==> src/rtl/mem_bus_arbiter_pkg.sv <==
// Shared types and constants for the memory bus arbiter between the CPU bus
// controller and the debug monitor master.
package mem_bus_arbiter_pkg;

  localparam int unsigned ADDR_W  = 16;
  localparam int unsigned DATA_W  = 16;
  localparam int unsigned BE_W    = 2;
  localparam int unsigned TIMER_W = 3;

  // Debug byte-enable encodings ([1]=high byte, [0]=low byte)
  localparam logic [BE_W-1:0] DBG_BE_NONE = 2'b00;
  localparam logic [BE_W-1:0] DBG_BE_LO   = 2'b01;
  localparam logic [BE_W-1:0] DBG_BE_HI   = 2'b10;
  localparam logic [BE_W-1:0] DBG_BE_BOTH = 2'b11;

  typedef enum logic [2:0] {
    ARB_ST_CPU_OWN     = 3'd0,
    ARB_ST_HOLD_WAIT   = 3'd1,
    ARB_ST_DBG_IDLE    = 3'd2,
    ARB_ST_DBG_SETUP   = 3'd3,
    ARB_ST_DBG_STROBE  = 3'd4,
    ARB_ST_DBG_HOLDOFF = 3'd5
  } arb_state_t;

  // Debug command captured on DBG_STB
  typedef struct packed {
    logic              we;
    logic [BE_W-1:0]   be;
    logic [ADDR_W-1:0] addr;
    logic [DATA_W-1:0] wdata;
  } dbg_cmd_t;

endpackage

==> src/rtl/mem_bus_arbiter_wait_timer.sv <==
// Loadable count-down timer with zero flag, used to time bus strobe widths
// and memory wait states.
module mem_bus_arbiter_wait_timer
  import mem_bus_arbiter_pkg::*;
#(
  parameter int unsigned W = TIMER_W
) (
  input  logic         clk,
  input  logic         rst_n,
  input  logic         load,
  input  logic [W-1:0] load_val,
  input  logic         dec,
  output logic         zero_c
);

  logic [W-1:0] count;

  // Load wins over decrement; the count saturates at zero.
  always_ff @(posedge clk) begin
    if (!rst_n) begin
      count <= '0;
    end else if (load) begin
      count <= load_val;
    end else if (dec && (count != '0)) begin
      count <= count - W'(1);
    end
  end

  assign zero_c = (count == '0);

endmodule

==> src/rtl/mem_bus_arbiter.sv <==
// Arbitrates the external memory bus between the CPU (default owner, combinational
// pass-through) and the debug master (timed, registered-strobe single cycles).
module mem_bus_arbiter
  import mem_bus_arbiter_pkg::*;
#(
  parameter int unsigned WAIT_STATES = 1
) (
  input  logic              CLK,
  input  logic              RESET,
  input  logic [ADDR_W-1:0] CPU_ADDR,
  input  logic [DATA_W-1:0] CPU_DOUT,
  input  logic              CPU_RDN,
  input  logic              CPU_WRN0,
  input  logic              CPU_WRN1,
  input  logic              CPU_IDLE,
  output logic              CPU_HOLD,
  input  logic              DBG_REQ,
  output logic              DBG_GNT,
  input  logic              DBG_STB,
  input  logic              DBG_WE,
  input  logic [BE_W-1:0]   DBG_BE,
  input  logic [ADDR_W-1:0] DBG_ADDR,
  input  logic [DATA_W-1:0] DBG_WDATA,
  output logic [DATA_W-1:0] DBG_RDATA,
  output logic              DBG_ACK,
  output logic [ADDR_W-1:0] MEM_ADDR,
  output logic [DATA_W-1:0] MEM_DOUT,
  input  logic [DATA_W-1:0] MEM_DIN,
  output logic              MEM_RDN,
  output logic              MEM_WRN0,
  output logic              MEM_WRN1
);

  if (WAIT_STATES > ((1 << TIMER_W) - 1)) begin : g_wait_states_check
    $error("mem_bus_arbiter: WAIT_STATES must be in 0..7");
  end

  arb_state_t        state, state_d;
  dbg_cmd_t          cmd_q, cmd_d;
  logic              gnt_q, gnt_d;
  logic              ack_q, ack_d;
  logic [DATA_W-1:0] rdata_q, rdata_d;
  logic              rdn_q, rdn_d;
  logic              wrn0_q, wrn0_d;
  logic              wrn1_q, wrn1_d;
  logic              tmr_load, tmr_dec, tmr_zero;
  logic              strobe_next;
  logic              cpu_path;

  mem_bus_arbiter_wait_timer #(
    .W (TIMER_W)
  ) u_wait_timer (
    .clk      (CLK),
    .rst_n    (RESET),
    .load     (tmr_load),
    .load_val (TIMER_W'(WAIT_STATES)),
    .dec      (tmr_dec),
    .zero_c   (tmr_zero)
  );

  // State and datapath registers
  always_ff @(posedge CLK) begin
    if (!RESET) begin
      state   <= ARB_ST_CPU_OWN;
      cmd_q   <= '0;
      gnt_q   <= 1'b0;
      ack_q   <= 1'b0;
      rdata_q <= '0;
      rdn_q   <= 1'b1;
      wrn0_q  <= 1'b1;
      wrn1_q  <= 1'b1;
    end else begin
      state   <= state_d;
      cmd_q   <= cmd_d;
      gnt_q   <= gnt_d;
      ack_q   <= ack_d;
      rdata_q <= rdata_d;
      rdn_q   <= rdn_d;
      wrn0_q  <= wrn0_d;
      wrn1_q  <= wrn1_d;
    end
  end

  // Next-state and next-register logic
  always_comb begin
    state_d  = state;
    cmd_d    = cmd_q;
    gnt_d    = gnt_q;
    ack_d    = 1'b0;
    rdata_d  = rdata_q;
    tmr_load = 1'b0;
    tmr_dec  = 1'b0;

    unique case (state)
      ARB_ST_CPU_OWN: begin
        if (DBG_REQ) state_d = ARB_ST_HOLD_WAIT;
      end
      ARB_ST_HOLD_WAIT: begin
        if (!DBG_REQ) begin
          state_d = ARB_ST_CPU_OWN;
        end else if (CPU_IDLE) begin
          state_d = ARB_ST_DBG_IDLE;
          gnt_d   = 1'b1;
        end
      end
      ARB_ST_DBG_IDLE: begin
        // A strobe in the same cycle as a request drop defers the release.
        if (DBG_STB) begin
          cmd_d.we    = DBG_WE;
          cmd_d.be    = DBG_BE;
          cmd_d.addr  = DBG_ADDR;
          cmd_d.wdata = DBG_WDATA;
          state_d     = ARB_ST_DBG_SETUP;
        end else if (!DBG_REQ) begin
          state_d = ARB_ST_CPU_OWN;
          gnt_d   = 1'b0;
        end
      end
      ARB_ST_DBG_SETUP: begin
        state_d  = ARB_ST_DBG_STROBE;
        tmr_load = 1'b1;
      end
      ARB_ST_DBG_STROBE: begin
        if (tmr_zero) begin
          state_d = ARB_ST_DBG_HOLDOFF;
          ack_d   = 1'b1;
          if (!cmd_q.we) rdata_d = MEM_DIN;
        end else begin
          tmr_dec = 1'b1;
        end
      end
      ARB_ST_DBG_HOLDOFF: begin
        state_d = ARB_ST_DBG_IDLE;
      end
      default: begin
        state_d = ARB_ST_CPU_OWN;
        gnt_d   = 1'b0;
      end
    endcase

    // Strobe flops are low exactly in the cycles spent in DBG_STROBE.
    strobe_next = (state_d == ARB_ST_DBG_STROBE);
    rdn_d       = ~(strobe_next & ~cmd_q.we);
    wrn0_d      = ~(strobe_next & cmd_q.we & cmd_q.be[0]);
    wrn1_d      = ~(strobe_next & cmd_q.we & cmd_q.be[1]);
  end

  assign cpu_path = (state == ARB_ST_CPU_OWN) || (state == ARB_ST_HOLD_WAIT);

  // Memory pin mux; strobes are forced inactive while reset is asserted.
  always_comb begin
    if (cpu_path) begin
      MEM_ADDR = CPU_ADDR;
      MEM_DOUT = CPU_DOUT;
      MEM_RDN  = CPU_RDN;
      MEM_WRN0 = CPU_WRN0;
      MEM_WRN1 = CPU_WRN1;
    end else begin
      MEM_ADDR = cmd_q.addr;
      MEM_DOUT = cmd_q.wdata;
      MEM_RDN  = rdn_q;
      MEM_WRN0 = wrn0_q;
      MEM_WRN1 = wrn1_q;
    end
    if (!RESET) begin
      MEM_RDN  = 1'b1;
      MEM_WRN0 = 1'b1;
      MEM_WRN1 = 1'b1;
    end
  end

  // Hold rises in the boundary cycle itself; the grant follows one edge later.
  assign CPU_HOLD  = gnt_q | ((state == ARB_ST_HOLD_WAIT) & CPU_IDLE & DBG_REQ & RESET);
  assign DBG_GNT   = gnt_q;
  assign DBG_ACK   = ack_q;
  assign DBG_RDATA = rdata_q;

endmodule
==> config.mk <==
export PLATFORM = sky130hd
export DESIGN_NAME = mem_bus_arbiter
export DESIGN_NICKNAME = d
export VERILOG_FILES = /design/src/rtl/mem_bus_arbiter_pkg.sv /design/src/rtl/mem_bus_arbiter_wait_timer.sv /design/src/rtl/mem_bus_arbiter.sv
export SDC_FILE = /design/constraint.sdc
export NUM_CORES = 1
export LEC_CHECK = 0
export CAP_MARGIN = 20
export CORE_MARGIN = 2
export CORE_UTILIZATION = 35
export CTS_CLUSTER_SIZE = 40
export DETAILED_ROUTE_END_ITERATION = 8
export PLACE_DENSITY_LB_ADDON = 0.3
export SLEW_MARGIN = 20
export SYNTH_ARGS = -nofsm -noshare
export SYNTH_HDL_FRONTEND = slang
export SYNTH_SLANG_ARGS = --single-unit
export TNS_END_PERCENT = 20
==> constraint.sdc <==
create_clock -name CLK -period 2 [get_ports CLK]
set_input_delay 0.3 -clock CLK [delete_from_list [all_inputs] [get_ports CLK]]
set_output_delay 0.3 -clock CLK [all_outputs]
set_load 0.005 [all_outputs]
== After elaboration in Yosys (flattened, before gate mapping) ==
Index checks and enable logic that the tools add are counted.

* Register bits: 62
* Input bits: 91
* Output and inout bits: 54

* $add $sub $neg: 1
* Eq/ne operators: 10
* Multiplexer cells: 26
* Bitwise operators: 14
* Reductions and logical operators: 12

{| class="wikitable"
|+ Operators with widths
! cell !! count
|-
| $mux 16 || 2
|-
| $mux 3 || 6
|-
| $pmux 3 s6 || 1
|-
| $mux 1 || 16
|-
| $eq 3x3->1 const B || 3
|-
| $ne 2x2->1 const B || 4
|-
| $and 1x1->1 || 7
|-
| $eq 3x2->1 const B || 2
|-
| $logic_not 3->1 || 2
|-
| $not 1->1 || 6
|-
| $reduce_and 5->1 || 1
|-
| $reduce_and 2->1 || 2
|-
| $reduce_or 4->1 || 1
|-
| $eq 3x1->1 const B || 1
|-
| $pmux 1 s3 || 1
|-
| $reduce_and 3->1 || 1
|-
| $reduce_bool 3->1 || 1
|-
| $sub 3x1->3 const B || 1
|-
| $reduce_bool 2->1 || 1
|-
| $reduce_or 2->1 || 1
|-
| $logic_and 1x1->1 || 1
|-
| $logic_or 1x1->1 || 1
|-
| $or 1x1->1 || 1
|}

== Logic depth before layout (Yosys ltp) ==
Gate-level depths: netlist (run 1).

* Depth after elaboration: 7
* Depth in mapped cells: 6
* Gate-level depth less buffers: 5

== Hierarchy ==
A second synthesis (run 1) with hierarchy kept.

* Cells, all modules: 331
* Area, all modules: 2841.5 um^2

{| class="wikitable"
|+ Modules (own cells, without submodules)
! module !! times used !! cells an instance !! area each (um^2) !! sequential area each (um^2)
|-
| mem_bus_arbiter || 1 || 310 || 2656.3 || 1181.1
|-
| mem_bus_arbiter_wait_timer || 1 || 21 || 185.2 || 60.1
|}

== Least setup slack after synthesis (run 1) ==
No wires, ideal clock.

* Path type: reg-to-output
* From: register state[2]
* To: output port MEM_ADDR[10]
* Data arrival time: 1.355 ns
* Required time: 1.700 ns
* Path slack: 0.345 ns
* Cell stages (with the launch flop): 5
* Path buffers: 2
* Path through: dfxtp_1 buf_2 nor2_2 buf_2 mux2_2

* Longest elaborated chain between the ends: 3
* Elaborated cells between the ends (all ways): 4
* Those cells by class: eq/ne: 1; mux: 1; reduce/logical: 2

{| class="wikitable"
|+ RTL lines
! element !! RTL line !! text
|-
| start, declared || mem_bus_arbiter.sv:38 || <nowiki>arb_state_t state, state_d;</nowiki>
|-
| start signal, assigned || mem_bus_arbiter.sv:73 || <nowiki>state <= state_d;</nowiki>
|-
| $eq 3x1->1 / $logic_not 3->1 (equally long branches) || mem_bus_arbiter.sv:148 || <nowiki>assign cpu_path = (state == ARB_ST_CPU_OWN) || (state == ARB_ST_HOLD_WAIT);</nowiki>
|-
| $logic_or 1x1->1 * || mem_bus_arbiter.sv:148 ||
|-
| $mux 16 * || mem_bus_arbiter.sv:152 || <nowiki>if (cpu_path) begin</nowiki>
|-
| end, declared || mem_bus_arbiter.sv:26 || <nowiki>output logic [ADDR_W-1:0] MEM_ADDR,</nowiki>
|}

Every way passes the cells marked *; elsewhere a longest branch is shown, timed or not.

== Final worst setup path (run 1) ==
* From: register state[1]
* To: output port MEM_DOUT[1]

* Longest elaborated chain between the ends: 3
* Elaborated cells between the ends (all ways): 4
* Those cells by class: eq/ne: 1; mux: 1; reduce/logical: 2

{| class="wikitable"
|+ RTL lines
! element !! RTL line !! text
|-
| $eq 3x1->1 / $logic_not 3->1 (equally long branches) || mem_bus_arbiter.sv:148 ||
|-
| $logic_or 1x1->1 * || mem_bus_arbiter.sv:148 ||
|-
| $mux 16 * || mem_bus_arbiter.sv:152 ||
|-
| end, declared || mem_bus_arbiter.sv:27 || <nowiki>output logic [DATA_W-1:0] MEM_DOUT,</nowiki>
|}

Marks and branches as above.

==> results of run 1 <==
power breakdown:
group          internal (mW)  switching (mW)  total (mW)
Sequential              1.25         0.00832        1.26
Clock                  0.466           0.444       0.910
Combinational          0.307           0.134       0.441
sequential cells by signal, indices dropped and copies added, names as in the netlist, 3 cells and up:
name / cells
DBG_RDATA: 16
cmd_q: 35
state: 3
u_wait_timer.count: 3
cell usage in the layout (no fill, tap or decap), types with 3 or more instances in the layout:
cell type        Yosys  routed
clkdlybuf4s50_1      0     107
nand2_1             77      77
dfxtp_1             62      60
a21boi_0            46      46
mux2_2              32      32
o21ai_0             22      22
buf_4                3      22
nand3_1             20      20
dlygate4sd2_1        0      19
clkbuf_2             0      12
clkbuf_8             0      10
a21boi_1             7       7
buf_12               0       6
a21oi_1              4       4
inv_1                3       3
nand3b_1             3       3
clkdlybuf4s15_1      0       3
kinds of logic after synthesis:
group / count (synthesis) / synth area share (%)
AND/OR/NAND/NOR: 118 / 19.44
AO/OA/AOI/OAI: 85 / 19.91
flip-flops: 62 / 42.76
multiplexers: 32 / 12.41
buffers and inverters: 29 / 4.612
adder cells (fa/ha/maj): 2 / 0.8619
synth_stat cells, types with 2 or more instances:
master / n / share of area, %
a21boi_0: 46 / 12
a21boi_1: 7 / 1.8
a21o_1: 2 / 0.52
a21oi_1: 4 / 0.69
buf_2: 11 / 1.9
buf_4: 3 / 0.78
clkbuf_1: 12 / 1.6
dfxtp_1: 62 / 43
ha_1: 2 / 0.86
inv_1: 3 / 0.39
mux2_2: 32 / 12
nand2_1: 77 / 10
nand3_1: 20 / 3.4
nand3b_1: 3 / 0.78
nand4_1: 2 / 0.43
o211ai_1: 2 / 0.52
o21ai_0: 22 / 3.8
or3b_1: 2 / 0.60
final cells by class:
cell class                      count  share of cell area [%]
Sequential cell                    62                   26.02
Timing Repair Buffer              174                   35.26
Multi-Input combinational cell    237                   32.49
Tap cell                          105                   2.749
Inverter                            3                  0.2356
Clock buffer                       12                   3.037
Clock inverter                      2                  0.2094
metrics by stage:
stage               cell area, sq um  hold WS (ns)  setup TNS (ns)  util (%)
floorplan                       2903        0.3706               0         -
global placement                4518        0.3793               0     55.55
detailed placement              4518        0.3832               0     55.55
CTS                             4821        0.3624          -1.826     59.27
global route                    4780        0.3923         -0.9337     58.76
finish                          4780        0.3716         -0.2228     58.76
worst max-delay path by stage:
stage	startpoint	endpoint	slack, ns	depth (start not counted)
3_5_place_dp	CPU_IDLE	CPU_HOLD	0.07	4
4_1_cts	state[2]	MEM_ADDR[6]	-0.15	5
6_report	state[1]	MEM_DOUT[1]	-0.07	7
5_1_grt	state[1]	MEM_DOUT[1]	-0.11	7
3_3_place_gp	CPU_IDLE	CPU_HOLD	0.1	4
2_1_floorplan	state[2]	MEM_ADDR[10]	0.34	4
per-layer routing:
layer  vias to the layer above  part of all wire [%]  global-route usage [%]
li1                       1452                     -                       -
met1                      1325                    42                   23.56
met2                       104                    50                   34.51
met3                        11                   7.0                   5.217
met4                         0                   1.3                   7.126
met5                         -                     0                       0
what timing repair did:
item                                    in CTS  in global routing
endpoints found under the setup margin      36                 33
endpoints found under the hold margin        0                  0
pin swaps                                    2                  1
buffers inserted                             8                  5
gates cloned                                 3                  0
resized for setup                           53                 23
critical path, cell delays in order, from the launching register on:
cell             delay (ns)
dfxtp_2                0.33
nor2_4                 0.11
buf_4                  0.13
buf_12                 0.11
buf_12                 0.12
buf_4                  0.11
mux2_2                 0.32
clkdlybuf4s15_1        0.20
==> results.json, run 1 <==
{
  "status": "complete, but fails checks",
  "violations": "negative setup slack",
  "tightest_slew_ns": 0.4601,
  "layout_setup_ws_ns": -0.06642,
  "drt_iter0_drc": 84,
  "avgSynthCellArea_sq_um": 8.850,
  "via_per_inst": 4.861,
  "grt.overflow.total": 0,
  "startpoint_type": "register",
  "wl_per_cell_microns": 14.75,
  "worstSetupPathType": "register to primary output",
  "holdPathStages": 3,
  "dieArea_sq_mm": 0.009038,
  "r2r_start": "state[2]",
  "clockBufferDepth": 2,
  "pre_cts_ws_ns": 0.07413,
  "final_nets": 580,
  "grt_pass1_vias": 2818,
  "drc": 0,
  "maxCapViolations": 0,
  "r2r-end": "DBG_RDATA[13]",
  "h-tree-depth": 3,
  "drt-total-wl_microns": 8776,
  "worstPathArrival_ns": 1.77,
  "ys_seq_area_share_pct": 42.76,
  "via_count": 2892,
  "min_to": "state[0]",
  "hold_violations": 0,
  "maxSlewHeadroom_pct": 69.32,
  "placedCellCount": 567,
  "die_x_microns": 95.07,
  "synth-seq-cells": 62,
  "rrSetupSlack_ns": 0.24,
  "final-setup-viol-count": 7,
  "skew_ns": 0.007253,
  "min_period_over_period_pct": 103.3,
  "seqCellArea_sq_mm": 0.001244,
  "multiInputGateArea_sq_mm": 0.001553,
  "start_util_pct": 35.69,
  "die_y_microns": 95.07,
  "insertion_delay_ns": 0.33,
  "synthFlopType": "dfxtp_1",
  "core_sq_mm": 0.008134,
  "finalWeightedCongestion": 0.7876,
  "synth_edf_count": 0,
  "power.density_mw_per_mm2": 545.3,
  "p_leak_nw": 1.803,
  "yosys_warnings": 0,
  "crit_path_end_kind": "primary output",
  "cts_tree": "done",
  "worstPathRequired_ns": 1.70,
  "diodes": 0,
  "grt_pass1_wl_microns": 13680,
  "rows": 33,
  "final-instance-count-excl-fill": 595,
  "synth_nets": 421,
  "critPathMaxFanout": 7,
  "finalPower_mw": 2.606,
  "hold_start": "RESET",
  "hpwl_microns": 5766,
  "fmax_ghz": 0.4839,
  "drive_gt1_share_pct": 19.59,
  "post-route-min-period_ns": 2.066,
  "grt_max_degree": 34,
  "dr.pass1.iters": 4,
  "n_fill_cell": 783,
  "async_flop_share_pct": 0,
  "clk_pin_slew_ns": 0.07,
  "hold_path.class": "primary input to register",
  "yosysUniqueCellTypes": 34,
  "rsz0062_at_grt": "yes",
  "cts_num_sinks": 62,
  "r2r_cells": 5,
  "io_buffers": 144,
  "synthesis.instances": 328,
  "peakVddDrop_v": 0.0002956,
  "gr-usage-all-layers_pct": 19.88,
  "netlist_area_sq_mm": 0.002903,
  "drv_slew": 0,
  "numCtsBuffers": 9,
  "grt_antenna_before_repair": 0,
  "area_growth_pct": 64.66,
  "io-pin-count": 145,
  "ctsHoldBuffers": 0,
  "root_buffer": "clkbuf_8",
  "postRouteAntennaNets": 0
}
No activity file was read; power rests on OpenSTA's default activity.
==> run 2, diff against run 1 <==
--- a/constraint.sdc
+++ b/constraint.sdc
@@ -3,2 +3,2 @@
 set_output_delay 0.3 -clock CLK [all_outputs]
-set_load 0.005 [all_outputs]
+set_load 0.01 [all_outputs]
==> run 2 against run 1 <==
The flow now finishes without violations. Clock power rose by 22%. Core utilization fell by 1.5 points. Via count fell by 2.7%. Routed wire length fell by 5.7%. Clock skew barely moved. Design area fell by 2.6%. Clock-buffer cell count rose by 1.
==> results.json, run 2 (same netlist as run 1, synthesis figures left out) <==
{
  "power.density_mw_per_mm2": 602.1,
  "root_buffer": "clkbuf_8",
  "area_growth_pct": 60.39,
  "layout_setup_ws_ns": 0.06466,
  "insertion_delay_ns": 0.33,
  "clk_pin_slew_ns": 0.07,
  "seqCellArea_sq_mm": 0.001244,
  "post-route-min-period_ns": 1.935,
  "crit_path_end_kind": "primary output",
  "via_per_inst": 4.800,
  "cp_slowest_cell": "dfxtp_2",
  "maxCapViolations": 0,
  "dr.pass1.iters": 4,
  "rsz0062_at_grt": "no",
  "multiInputGateArea_sq_mm": 0.001553,
  "grt_max_degree": 44,
  "die_x_microns": 95.07,
  "finalWeightedCongestion": 0.7494,
  "cts_num_sinks": 62,
  "critPathMaxFanout": 9,
  "postRouteAntennaNets": 0,
  "min_period_over_period_pct": 96.77,
  "gr-usage-all-layers_pct": 18.89,
  "finalInstanceArea_sq_mm": 0.004656,
  "die_y_microns": 95.07,
  "finalPower_mw": 2.803,
  "startpoint_type": "register",
  "status": "finished clean",
  "drc": 0,
  "diodes": 0,
  "drt_iter0_drc": 83,
  "post_dp_cell_area_sq_mm": 0.004516,
  "worstSetupPathType": "register to primary output",
  "tightest_slew_ns": 0.4597,
  "grt_pass1_wl_microns": 13210,
  "final_common_cell": "clkdlybuf4s50_1",
  "cp_cell_sequence": "nor2_4, buf_12, buf_16, mux2_2, clkdlybuf4s15_1",
  "grt_pass1_vias": 2798,
  "io-pin-count": 145,
  "hold_violations": 0,
  "maxSlewHeadroom_pct": 69.35,
  "n_fill_cell": 756,
  "fmax_ghz": 0.5167,
  "grt_antenna_before_repair": 0,
  "cts_tree": "done",
  "final-setup-viol-count": 0,
  "drv_slew": 0,
  "dieArea_sq_mm": 0.009038,
  "hold_path.class": "primary input to register",
  "final_nets": 569,
  "wl_per_cell_microns": 14.13,
  "start_util_pct": 35.69,
  "io_buffers": 144,
  "largest_reg_flops": 35,
  "p_leak_nw": 1.728,
  "core_sq_mm": 0.008134,
  "skew_ns": 0.006893,
  "setup_tns_ns": 0,
  "max_stage_delay_ns": 0.33,
  "worstPathRequired_ns": 1.70,
  "worstPathArrival_ns": 1.64,
  "drt-total-wl_microns": 8280,
  "clockBufferDepth": 2,
  "mostFrequentLayoutCells": "107 x clkdlybuf4s50_1, 77 x nand2_1, 60 x dfxtp_1, 46 x a21boi_0, 32 x mux2_2",
  "hpwl_microns": 5561,
  "h-tree-depth": 3,
  "grt.overflow.total": 0,
  "via_count": 2813,
  "top_register": "cmd_q",
  "peakVddDrop_v": 0.0002857,
  "rows": 33,
  "drive_gt1_share_pct": 21.62,
  "pre_cts_ws_ns": 0.08389,
  "numCtsBuffers": 9
}
==> run 2: final cells by class <==
type | count | area share, %
multi-input cells | 237 | 33.35
repair buffers | 163 | 32.54
flip-flops and latches | 62 | 26.71
clock buffers | 13 | 3.413
well taps | 105 | 2.822
clock inverters | 3 | 0.9137
inverters | 3 | 0.2419
==> run 2: where the power goes <==
group	leakage (nW)	internal, mW	switching (mW)
Clock	0.0996	0.643	0.472
Combinational	1.13	0.286	0.148
Sequential	0.501	1.25	0.00814
Total	1.73	2.18	0.628
==> run 2: worst paths after layout <==
kind | start | to | slack, ns | cells past startpoint
setup / recovery | state[1] | MEM_DOUT[6] | 0.06 | 5
hold / removal | RESET | cmd_q[27] | 0.33 | 2
setup reg to reg | state[2] | DBG_RDATA[13] | 0.27 | 5
hold reg to reg | cmd_q[32] | wrn0_q | 0.41 | 1
==> run 2: timing repair <==
item                       in CTS  in global routing
buffers inserted                3                  0
resized for setup              69                 34
pin swaps                       1                  1
setup endpoints to repair      36                 32
gates cloned                    2                  0
hold buffers                    0                  0
==> run 2: critical path, delay by kind of cell (launching register included) <==
family | cells | cell delay (ns)
simple gates | 1 | 0.15
buf+inv | 3 | 0.49
mux | 1 | 0.33
flops | 1 | 0.33
==> run 2: through the flow <==
stage	hold WS, ns	util [%]	instances
CTS	0.3293	59.02	586
floorplan	0.3706	-	328
detailed placement	0.3964	55.51	565
finish	0.3323	57.24	586
global placement	0.3854	55.51	565
global route	0.3281	57.24	586
==> run 2: routing by layer <==
metal,global-route usage [%],up-vias,wire length [microns]
met4,6.159,0,77
met3,4.980,6,578
met5,0,-,0
li1,-,1435,-
met2,32.04,102,4104
met1,23.28,1270,3520
==> run 3, diff against run 2 <==
--- a/config.mk
+++ b/config.mk
@@ -13,2 +13,3 @@
 export PLACE_DENSITY_LB_ADDON = 0.3
+export RECOVER_POWER = 25
 export SLEW_MARGIN = 20
--- a/constraint.sdc
+++ b/constraint.sdc
@@ -3,2 +3,2 @@
 set_output_delay 0.3 -clock CLK [all_outputs]
-set_load 0.01 [all_outputs]
+set_load 0.1 [all_outputs]
==> run 3 against run 2 <==
Core utilization increased by 4.1 points. Worst setup slack got worse by 0.041 ns. Worst hold slack improved by 0.0018 ns. Sequential power about the same. Via count increased by 1.7%. Critical path depth decreased by 1. Register-to-register slack got worse by 0.03 ns. Cell count decreased by 1.5%. Sequential cell count unchanged. Clock skew increased by 0.0018 ns. Combinational power increased by 120%. Critical endpoint is now MEM_DOUT[9]. Largest cell class is now non-clock buffers. Highest routed layer unchanged.
==> results.json, run 3 (same netlist as run 1, synthesis figures left out) <==
{
  "status": "finished clean",
  "grt_pass1_wl_microns": 12850,
  "crit_cells": 4,
  "clockBufferDepth": 2,
  "start_util_pct": 35.69,
  "critPathMaxFanout": 18,
  "via_per_inst": 4.957,
  "post_dp_cell_area_sq_mm": 0.004786,
  "drv_slew": 0,
  "wl_per_cell_microns": 14.15,
  "numCtsBuffers": 9,
  "finalPower_mw": 3.344,
  "insertion_delay_ns": 0.33,
  "worstSetupPathType": "register to primary output",
  "fin_util_pct": 61.34,
  "diodes": 0,
  "grt.overflow.total": 0,
  "holdPathStages": 3,
  "min_period_over_period_pct": 98.80,
  "p_sw_mw": 1.002,
  "grt_max_degree": 51,
  "root_buffer": "clkbuf_8",
  "finalInstanceArea_sq_mm": 0.004990,
  "skew_ns": 0.008670,
  "gr-usage-all-layers_pct": 18.18,
  "dieArea_sq_mm": 0.009038,
  "p_int_mw": 2.342,
  "critPathBufInv": 2,
  "grt_pass1_vias": 2863,
  "die_x_microns": 95.07,
  "rows": 33,
  "rsz0062_at_grt": "yes",
  "p_leak_nw": 1.891,
  "h-tree-depth": 3,
  "largest_reg_flops": 35,
  "path_delay_family": "buffers and inverters",
  "maxCapViolations": 0,
  "rrSetupSlack_ns": 0.24,
  "worstPathRequired_ns": 1.70,
  "io-pin-count": 145,
  "final_common_cell": "clkdlybuf4s50_1",
  "combPwrFrac_pct": 28.8,
  "switching_share_pct": 29.96,
  "via_count": 2860,
  "mostFrequentLayoutCells": "89 x clkdlybuf4s50_1, 77 x nand2_1, 60 x dfxtp_1, 46 x a21boi_0, 38 x buf_12",
  "p_clk_share_pct": 33.6,
  "final-setup-viol-count": 0,
  "finalWeightedCongestion": 0.7021,
  "drive_gt1_share_pct": 25.64,
  "cts_num_sinks": 62,
  "tightest_slew_ns": 0.7878,
  "drc": 0,
  "hold_violations": 0,
  "clk_pin_slew_ns": 0.07,
  "cp_slowest_cell": "dfxtp_4",
  "drt_iter0_drc": 69,
  "fmax_ghz": 0.5061,
  "top_register": "cmd_q",
  "maxSlewHeadroom_pct": 47.48,
  "hold_ws_ns": 0.3341,
  "postRouteAntennaNets": 0,
  "die_y_microns": 95.07,
  "post-route-min-period_ns": 1.976,
  "hpwl_microns": 5832,
  "worstPathArrival_ns": 1.68,
  "hold_path.class": "primary input to register",
  "io_buffers": 144,
  "max_stage_delay_ns": 0.38,
  "core_sq_mm": 0.008134,
  "cp_cell_sequence": "nor2_4, bufbuf_16, mux2_2, buf_12",
  "area_growth_pct": 71.90,
  "seq_power_share_pct": 37.6,
  "startpoint_type": "register",
  "cts_tree": "done",
  "final_nets": 561,
  "r2r_cells": 5,
  "ctsHoldBuffers": 0,
  "crit_path_end_kind": "primary output",
  "power.density_mw_per_mm2": 670.1,
  "peakVddDrop_v": 0.0003542,
  "dr.pass1.iters": 4,
  "grt_antenna_before_repair": 0,
  "setup_tns_ns": 0,
  "drt-total-wl_microns": 8162
}
==> run 3: final cells by class <==
cell class,count,area (sq um)
Multi-Input combinational cell,237,1558
Sequential cell,62,1246
Inverter,3,11.26
Fill cell,706,3144
Clock inverter,3,42.54
Tap cell,105,131.4
Timing Repair Buffer,155,1836
Clock buffer,12,165.2
==> run 3: worst paths after layout <==
path / from / endpoint
setup / recovery: state[1] / MEM_DOUT[9]
setup reg to reg: state[1] / DBG_RDATA[5]
hold reg to reg: cmd_q[32] / wrn0_q
hold / removal: RESET / state[0]
==> run 3: routing by layer <==
metal / vias to the layer above / global-route usage [%] / wire [microns]
li1: 1413 / - / -
met1: 1338 / 20.69 / 3357
met2: 101 / 31.10 / 3977
met3: 8 / 6.324 / 738
met4: 0 / 7.246 / 89
met5: - / 0 / 0
==> run 3: worst reg2reg max path, stage by stage (launching register included) <==
cell	delay (ns)
dfxtp_4	0.38
buf_4	0.17
nor3b_4	0.17
clkbuf_1	0.62
nand3_1	0.17
a21boi_0	0.18
==> run 3: what timing repair did <==
| item | 4_1_cts | 5_1_grt |
|---|---|---|
| cloned | 1 | 0 |
| setup buffers | 1 | 0 |
| gates resized for setup | 3 | 0 |
| setup endpoints to repair | 33 | 33 |
| pin swaps | 3 | 0 |
==> run 3: power by group through the flow <==
stage / registers (mW) / logic (mW) / clock network [mW]
6_report: 1.26 / 0.962 / 1.12
5_1_grt: 1.26 / 0.995 / 1.20
4_1_cts: 1.26 / 0.971 / 1.16
3_5_place_dp: 1.29 / 0.958 / 0
3_3_place_gp: 1.29 / 0.952 / 0
2_1_floorplan: 1.30 / 0.505 / 0
==> run 3: stage by stage <==
| stage | std cells | worst slack (ns) |
|---|---|---|
| after floorplan | 328 | -0.1170 |
| after global placement | 560 | 0.2600 |
| after detailed placement | 560 | 0.1893 |
| after CTS | 577 | -0.009586 |
| after global routing | 577 | -0.05893 |
| final | 577 | 0.02408 |
